$ cat src/rtl/amp_scaler_pipe_if.sv
// Sample/gain bus for amp_scaler_pipe; clip_clr/clip_cnt exist only when
// AMP_SCALER_CLIP_CNT_EN is defined.
interface amp_scaler_pipe_if #(
  parameter int DATA_W = 14,
  parameter int GAIN_W = 12
);
  logic [GAIN_W-1:0] gain_mv;
  logic              gain_load;
  logic              din_valid;
  logic [DATA_W-1:0] din;
  logic              dout_valid;
  logic [DATA_W-1:0] dout;
  logic              clip;
  logic              busy;
  logic              pending;
`ifdef AMP_SCALER_CLIP_CNT_EN
  logic              clip_clr;
  logic [15:0]       clip_cnt;
`endif

  modport master (
    output gain_mv, gain_load, din_valid, din,
`ifdef AMP_SCALER_CLIP_CNT_EN
    output clip_clr,
    input  clip_cnt,
`endif
    input  dout_valid, dout, clip, busy, pending
  );

  modport slave (
    input  gain_mv, gain_load, din_valid, din,
`ifdef AMP_SCALER_CLIP_CNT_EN
    input  clip_clr,
    output clip_cnt,
`endif
    output dout_valid, dout, clip, busy, pending
  );
endinterface

$ cat src/rtl/amp_scaler_pipe.sv
// Pipelined offset-binary amplitude scaler with mV->Q1.15 gain divider and zero-crossing gain update.
// Optional saturating clip counter: define AMP_SCALER_CLIP_CNT_EN.
module amp_scaler_pipe #(
  parameter int DATA_W        = 14,
  parameter int GAIN_W        = 12,
  parameter int FULL_SCALE_MV = 3080,
  parameter int RESET_MV      = 3080,
  parameter int COEF_W        = 16,
  parameter int APPLY_TIMEOUT = 1024
) (
  input  logic             clk,
  input  logic             rst_n,
  amp_scaler_pipe_if.slave bus_io
);
  localparam int FRAC   = 15;
  localparam int DIV_W  = GAIN_W + FRAC;
  localparam int RQ_W   = (FULL_SCALE_MV > 1) ? $clog2(FULL_SCALE_MV) : 1;
  localparam int CNT_W  = $clog2(DIV_W + 1);
  localparam int WT_W   = $clog2(APPLY_TIMEOUT + 1);
  localparam int D_W    = DATA_W + 1;
  localparam int PROD_W = D_W + COEF_W + 1;

  localparam logic [DATA_W-1:0]   MID      = DATA_W'(((2 ** DATA_W) - 1) / 2);
  localparam logic [DATA_W-1:0]   DMAX     = '1;
  localparam logic [COEF_W-1:0]   COEF_MAX = '1;
  localparam logic [63:0]         RESET_RAW  = (64'(RESET_MV) << FRAC) / 64'(FULL_SCALE_MV);
  localparam logic [COEF_W-1:0]   RESET_COEF = (RESET_RAW > 64'(COEF_MAX)) ? COEF_MAX : RESET_RAW[COEF_W-1:0];
  localparam logic [RQ_W:0]       DIVISOR  = (RQ_W + 1)'(FULL_SCALE_MV);
  localparam logic signed [PROD_W:0] RND      = (PROD_W + 1)'(2 ** (FRAC - 1));
  localparam logic signed [PROD_W:0] MID_EXT  = (PROD_W + 1)'(MID);
  localparam logic signed [PROD_W:0] DMAX_EXT = (PROD_W + 1)'(DMAX);

  localparam logic [1:0] ST_IDLE = 2'd0;
  localparam logic [1:0] ST_DIV  = 2'd1;
  localparam logic [1:0] ST_WAIT = 2'd2;

  logic [1:0]        state_q, state_d;
  logic [DIV_W-1:0]  dvd_q, dvd_d, quo_q, quo_d;
  logic [RQ_W-1:0]   rem_q, rem_d;
  logic [CNT_W-1:0]  cnt_q, cnt_d;
  logic [WT_W-1:0]   wait_q, wait_d;
  logic              queued_q, queued_d;
  logic [GAIN_W-1:0] queued_mv_q, queued_mv_d;
  logic [COEF_W-1:0] active_coef_q, active_coef_d;
  logic              prev_neg_q, have_prev_q;

  logic [RQ_W:0]     rem_shift;
  logic              rem_ge, start_div, apply, din_neg, crossing;
  logic [GAIN_W-1:0] start_mv;
  logic [COEF_W-1:0] pend_coef;

  assign rem_shift = {rem_q, dvd_q[DIV_W-1]};
  assign rem_ge    = (rem_shift >= DIVISOR);
  assign pend_coef = (|quo_q[DIV_W-1:COEF_W]) ? COEF_MAX : quo_q[COEF_W-1:0];
  assign din_neg   = (bus_io.din < MID);
  assign crossing  = bus_io.din_valid && have_prev_q && (din_neg != prev_neg_q);

  always_comb begin
    state_d       = state_q;
    dvd_d         = dvd_q;
    rem_d         = rem_q;
    quo_d         = quo_q;
    cnt_d         = cnt_q;
    wait_d        = wait_q;
    queued_d      = queued_q;
    queued_mv_d   = queued_mv_q;
    active_coef_d = active_coef_q;
    apply         = 1'b0;
    start_div     = 1'b0;
    start_mv      = bus_io.gain_mv;
    case (state_q)
      ST_IDLE: start_div = bus_io.gain_load;
      ST_DIV: begin
        dvd_d = dvd_q << 1;
        rem_d = rem_ge ? RQ_W'(rem_shift - DIVISOR) : rem_shift[RQ_W-1:0];
        quo_d = {quo_q[DIV_W-2:0], rem_ge};
        cnt_d = cnt_q + CNT_W'(1);
        if (bus_io.gain_load) begin
          queued_d    = 1'b1;
          queued_mv_d = bus_io.gain_mv;
        end
        // A load queued during the divide supersedes this result outright.
        if (cnt_q == CNT_W'(DIV_W - 1)) begin
          if (bus_io.gain_load || queued_q) begin
            start_div = 1'b1;
            start_mv  = bus_io.gain_load ? bus_io.gain_mv : queued_mv_q;
          end else begin
            state_d = ST_WAIT;
            wait_d  = '0;
          end
        end
      end
      ST_WAIT: begin
        wait_d = wait_q + WT_W'(1);
        if (bus_io.gain_load) begin
          start_div = 1'b1;
        end else if (crossing || (wait_q == WT_W'(APPLY_TIMEOUT - 1))) begin
          apply         = 1'b1;
          active_coef_d = pend_coef;
          state_d       = ST_IDLE;
        end
      end
      default: state_d = ST_IDLE;
    endcase
    if (start_div) begin
      state_d  = ST_DIV;
      dvd_d    = {start_mv, {FRAC{1'b0}}};
      rem_d    = '0;
      quo_d    = '0;
      cnt_d    = '0;
      queued_d = 1'b0;
    end
  end

  always_ff @(posedge clk or negedge rst_n) begin
    if (!rst_n) begin
      state_q       <= ST_IDLE;
      dvd_q         <= '0;
      rem_q         <= '0;
      quo_q         <= '0;
      cnt_q         <= '0;
      wait_q        <= '0;
      queued_q      <= 1'b0;
      queued_mv_q   <= '0;
      active_coef_q <= RESET_COEF;
      prev_neg_q    <= 1'b0;
      have_prev_q   <= 1'b0;
    end else begin
      state_q       <= state_d;
      dvd_q         <= dvd_d;
      rem_q         <= rem_d;
      quo_q         <= quo_d;
      cnt_q         <= cnt_d;
      wait_q        <= wait_d;
      queued_q      <= queued_d;
      queued_mv_q   <= queued_mv_d;
      active_coef_q <= active_coef_d;
      if (bus_io.din_valid) begin
        prev_neg_q  <= din_neg;
        have_prev_q <= 1'b1;
      end
    end
  end

  logic                     v1_q, v2_q, v3_q, clip_q;
  logic signed [D_W-1:0]    d1_q;
  logic [COEF_W-1:0]        coef1_q;
  logic signed [PROD_W-1:0] p2_q;
  logic [DATA_W-1:0]        dout_q;
  logic signed [PROD_W:0]   p_rnd, r_shr, y_full;
  logic [DATA_W-1:0]        y_sat;
  logic                     y_clip;

  always_comb begin
    p_rnd  = (PROD_W + 1)'(p2_q) + RND;
    r_shr  = p_rnd >>> FRAC;
    y_full = r_shr + MID_EXT;
    y_clip = 1'b1;
    if (y_full < 0)             y_sat = '0;
    else if (y_full > DMAX_EXT) y_sat = DMAX;
    else begin
      y_sat  = y_full[DATA_W-1:0];
      y_clip = 1'b0;
    end
  end

  // The sample that triggers the update already sees the new coefficient.
  always_ff @(posedge clk or negedge rst_n) begin
    if (!rst_n) begin
      v1_q    <= 1'b0;
      v2_q    <= 1'b0;
      v3_q    <= 1'b0;
      d1_q    <= '0;
      coef1_q <= '0;
      p2_q    <= '0;
      dout_q  <= MID;
      clip_q  <= 1'b0;
    end else begin
      v1_q <= bus_io.din_valid;
      if (bus_io.din_valid) begin
        d1_q    <= $signed({1'b0, bus_io.din}) - $signed({1'b0, MID});
        coef1_q <= apply ? pend_coef : active_coef_q;
      end
      v2_q <= v1_q;
      if (v1_q) p2_q <= PROD_W'(d1_q) * PROD_W'($signed({1'b0, coef1_q}));
      v3_q <= v2_q;
      if (v2_q) dout_q <= y_sat;
      clip_q <= v2_q & y_clip;
    end
  end

  assign bus_io.dout_valid = v3_q;
  assign bus_io.dout       = dout_q;
  assign bus_io.clip       = clip_q;
  assign bus_io.busy       = (state_q == ST_DIV);
  assign bus_io.pending    = (state_q == ST_WAIT);

`ifdef AMP_SCALER_CLIP_CNT_EN
  logic [15:0] clip_cnt_q;
  always_ff @(posedge clk or negedge rst_n) begin
    if (!rst_n)                                     clip_cnt_q <= '0;
    else if (bus_io.clip_clr)                       clip_cnt_q <= '0;
    else if (v2_q && y_clip && (clip_cnt_q != '1))  clip_cnt_q <= clip_cnt_q + 16'd1;
  end
  assign bus_io.clip_cnt = clip_cnt_q;
`endif
endmodule

$ cat src/flat_wrapper.sv
// flat-port wrapper written by rule: the top's interface ports become plain ports
module amp_scaler_pipe_flat 
#(
  parameter int DATA_W        = 14,
  parameter int GAIN_W        = 12,
  parameter int FULL_SCALE_MV = 3080,
  parameter int RESET_MV      = 3080,
  parameter int COEF_W        = 16,
  parameter int APPLY_TIMEOUT = 1024
)
  (clk, rst_n, bus_io_gain_mv, bus_io_gain_load, bus_io_din_valid, bus_io_din, bus_io_dout_valid, bus_io_dout, bus_io_clip, bus_io_busy, bus_io_pending);
  amp_scaler_pipe_if #(.DATA_W(DATA_W), .GAIN_W(GAIN_W)) bus_io_i ();
  input  logic clk;
  input  logic rst_n;
  input wire logic [$bits(bus_io_i.gain_mv)-1:0] bus_io_gain_mv;
  input wire logic [$bits(bus_io_i.gain_load)-1:0] bus_io_gain_load;
  input wire logic [$bits(bus_io_i.din_valid)-1:0] bus_io_din_valid;
  input wire logic [$bits(bus_io_i.din)-1:0] bus_io_din;
  output wire logic [$bits(bus_io_i.dout_valid)-1:0] bus_io_dout_valid;
  output wire logic [$bits(bus_io_i.dout)-1:0] bus_io_dout;
  output wire logic [$bits(bus_io_i.clip)-1:0] bus_io_clip;
  output wire logic [$bits(bus_io_i.busy)-1:0] bus_io_busy;
  output wire logic [$bits(bus_io_i.pending)-1:0] bus_io_pending;
  assign bus_io_i.gain_mv = bus_io_gain_mv;
  assign bus_io_i.gain_load = bus_io_gain_load;
  assign bus_io_i.din_valid = bus_io_din_valid;
  assign bus_io_i.din = bus_io_din;
  assign bus_io_dout_valid = bus_io_i.dout_valid;
  assign bus_io_dout = bus_io_i.dout;
  assign bus_io_clip = bus_io_i.clip;
  assign bus_io_busy = bus_io_i.busy;
  assign bus_io_pending = bus_io_i.pending;
  amp_scaler_pipe #(.DATA_W(DATA_W), .GAIN_W(GAIN_W), .FULL_SCALE_MV(FULL_SCALE_MV), .RESET_MV(RESET_MV), .COEF_W(COEF_W), .APPLY_TIMEOUT(APPLY_TIMEOUT)) u_core (.clk(clk), .rst_n(rst_n), .bus_io(bus_io_i));
endmodule
$ cat config.mk
export PLATFORM = sky130hd
export DESIGN_NAME = amp_scaler_pipe_flat
export DESIGN_NICKNAME = d
export VERILOG_FILES = /design/src/rtl/amp_scaler_pipe_if.sv /design/src/rtl/amp_scaler_pipe.sv /design/src/flat_wrapper.sv
export SDC_FILE = /design/constraint.sdc
export NUM_CORES = 1
export LEC_CHECK = 0
export ABC_AREA = 1
export CAP_MARGIN = 20
export CORE_UTILIZATION = 30
export CTS_CLUSTER_SIZE = 10
export DETAILED_ROUTE_END_ITERATION = 10
export PLACE_DENSITY_LB_ADDON = 0.2
export SYNTH_ARGS = -nofsm -noshare
export SYNTH_HDL_FRONTEND = slang
export SYNTH_SLANG_ARGS = --single-unit
$ cat constraint.sdc
create_clock -name clk -period 6.7 [get_ports clk]
set_input_delay 1.34 -clock clk [delete_from_list [all_inputs] [get_ports clk]]
set_output_delay 1.34 -clock clk [all_outputs]
set_load 0.02 [all_outputs]
==> results.sh <==
export IMPL_layout_commonest_cell="nand2_1"
export IMPL_hold_viol=0
export IMPL_relSlewSlack=0.322
export IMPL_io_pins=48
export IMPL_fin_crit_sh=0.929
export IMPL_cp_required_ns=7.09
export IMPL_worst_pin_slew_ns=1.01
export IMPL_num_nets_final=2449
export IMPL_final_cell_mix="nand2_1, inv_1, fa_1"
export IMPL_htreeDepth=4
export IMPL_clock_sinks=167
export IMPL_stdcell_count=2826
export IMPL_grt_pass1_vias=13500
export IMPL_tns_ns=0
export IMPL_path_max_fanout=17
export IMPL_cts_root_buf="clkbuf_16"
export IMPL_setup_viol=0
export IMPL_die_area_mm2=0.0563
export IMPL_hpwl_um=33200
export IMPL_maxCapViolCount=0
export IMPL_grt_ovfl_total=0
export IMPL_chipHeight_um=237
export IMPL_start_util=0.306
export IMPL_syn_cell_area_mm2=0.0166
export IMPL_numCtsBuffers=17
export IMPL_synth_edf_count=0
export IMPL_nFillCells=5775
export IMPL_hold_buffers=0
export IMPL_synthArstFlopShare=1.00
export IMPL_cts_buffer_depth=2
export IMPL_first_pass_iters=6
export IMPL_routed_wl_met2_um=19600
export IMPL_via_per_inst=4.60
export IMPL_status="finished, final reports clean"
export IMPL_post_cts_resized=0
export IMPL_diodes=0
export IMPL_synth_warning_count=0
export IMPL_cts_setup_buffers=0
export IMPL_critPathArrivalTime_ns=6.61
export IMPL_drc_errors=0
export IMPL_multi_input_area_mm2=0.0103
export IMPL_ys_types=51
export IMPL_seqCellArea_mm2=0.00420
export IMPL_ys_ff_latch=167
export IMPL_hold_class="flip-flop to flip-flop"
export IMPL_antenna_left=0
export IMPL_period_needed_ns=6.22
export IMPL_rows=85
export IMPL_drive_above_1_share=0.0587
export IMPL_syn_avg_cell_area_um2=7.83
export IMPL_grt_max_degree=99
export IMPL_drtIter0Drc=763
export IMPL_clkLatencyLatePin_ns=0.47
export IMPL_critPathCaptureType="flip-flop"
export IMPL_startpoint_type="flip-flop"
export IMPL_die_w_um=237
export IMPL_finalMaxSlewViolations=0
export IMPL_dpl_worst_slack_ns=0.445
export IMPL_finClkSkew_ns=0.0167
export IMPL_max_freq_mhz=161
export IMPL_gr_usage_all_layers=0.159
export IMPL_cts_tree="built"
export IMPL_clk_pin_slew_ns=0.07
export IMPL_dr_total_vias=13000
export IMPL_yosysSeqAreaShare=0.253
export IMPL_crit_type="flip-flop to flip-flop"
export IMPL_setup_slack_ns=0.479
export IMPL_netlist_instances=2121
export IMPL_grt_pass1_wl_um=71200
export IMPL_portBuffers=47
export IMPL_rsz0062_at_grt="no"
export IMPL_place_congestion=0.867
export IMPL_wl_met1_um=20600
export IMPL_antenna_found_initial=0
export IMPL_wire_per_inst_um=14.9
export IMPL_core_mm2=0.0542
export IMPL_wl_met3_um=1160
export IMPL_synth_flop_cell="dfrtp_1"
export IMPL_wl_um=42100
export IMPL_place_inst=2794
export IMPL_highest_layer="met4"
export IMPL_syn_to_final_growth_pct=10.6
export IMPL_mappedNetlistNets=2453
-- cell families (layout without fill, tap and decap cells) --
kind of cell	after synthesis	count (layout)	share of synthesized area
buffers and inverters	546	555	0.124
AOI/OAI and AO/OA	251	251	0.0857
adders and majority gates	302	302	0.309
and+or+nand+nor	829	829	0.213
xor gates and xnor gates	26	26	0.0155
DFF	167	167	0.253
-- flip-flops by register name (all words and copies together) (netlist names), 2 cells and up --
signal                count
u_core.d1_q              15
u_core.dvd_q             12
u_core.coef1_q           16
u_core.rem_q             12
u_core.queued_mv_q       12
u_core.state_q            2
u_core.quo_q             27
u_core.p2_q              18
u_core.cnt_q              5
u_core.wait_q            11
u_core.active_coef_q     16
u_core.bus_io.dout       14
-- per-stage QoR --
step / util / instance area [um2] / hold slack, ns
after floorplan: - / 16600 / 0.352
after global placement: 0.327 / 17700 / 0.408
after detailed placement: 0.327 / 17800 / 0.409
after CTS: 0.338 / 18400 / 0.423
after global routing: 0.338 / 18400 / 0.445
final: 0.338 / 18400 / 0.407
-- path summary, 6_finish.rpt --
path                                        startpoint                                 end  slack, ns  cells past startpoint
max                        u_core.d1_q[14]$_DFFE_PN0P_         u_core.p2_q[31]$_DFFE_PN0P_       0.48                     18
min                              u_core.v2_q$_DFF_PN0_  u_core.bus_io.dout_valid$_DFF_PN0_       0.41                      0
max reg2reg                u_core.d1_q[14]$_DFFE_PN0P_         u_core.p2_q[31]$_DFFE_PN0P_       0.48                     18
min reg2reg                      u_core.v2_q$_DFF_PN0_  u_core.bus_io.dout_valid$_DFF_PN0_       0.41                      0
max in group asynchronous                        rst_n        u_core.quo_q[20]$_DFFE_PN0P_       4.80                      2
min in group asynchronous                        rst_n         u_core.p2_q[15]$_DFFE_PN0P_       0.92                      1
-- routing by layer --
| metal | up-vias | global-route usage |
|---|---|---|
| li1 | 6457 | - |
| met1 | 6341 | 0.218 |
| met2 | 172 | 0.260 |
| met3 | 40 | 0.0225 |
| met4 | 0 | 0.0485 |
| met5 | - | 0 |
-- worst max-delay path: stages, from the launching register on --
cell	delay, ns
dfrtp_1	0.47
inv_1	0.33
or2_2	0.40
fa_1	0.50
fa_1	0.54
inv_1	0.05
fa_1	0.50
fa_1	0.52
fa_1	0.51
fa_1	0.49
ha_1	0.38
a21oi_1	0.24
o21ai_0	0.12
a21oi_1	0.13
nand2_1	0.12
a21oi_1	0.30
o21bai_1	0.11
or2_2	0.28
a31oi_1	0.12
-- Yosys cell counts, types with 11 or more instances --
cell | instances | area, um2
xor2_1 | 14 | 123
dfstp_2 | 14 | 368
ha_1 | 122 | 1530
a31oi_1 | 11 | 68.8
nand4_1 | 17 | 106
nor3_1 | 21 | 105
nand2_1 | 551 | 2070
inv_1 | 455 | 1710
clkbuf_1 | 71 | 267
a21oi_1 | 60 | 300
fa_1 | 180 | 3600
o221ai_1 | 13 | 114
or2_2 | 17 | 106
o22ai_1 | 35 | 219
nor2_1 | 121 | 454
dfrtp_1 | 153 | 3830
nand3_1 | 53 | 265
o21ai_1 | 15 | 75.1
o21ai_0 | 97 | 485
-- cell type report --
cell class                 count  share of cell area
tap                          696              0.0474
clock buffer                  19              0.0241
inverter                     462              0.0945
timing repair buffer          61              0.0332
sequential                   167               0.229
multi-input combinational   1408               0.564
clock inverter                13             0.00859
Power is left out: the tool's default activity adds up to more than one toggle a clock period on the data nets, which glitch-free logic cannot reach.
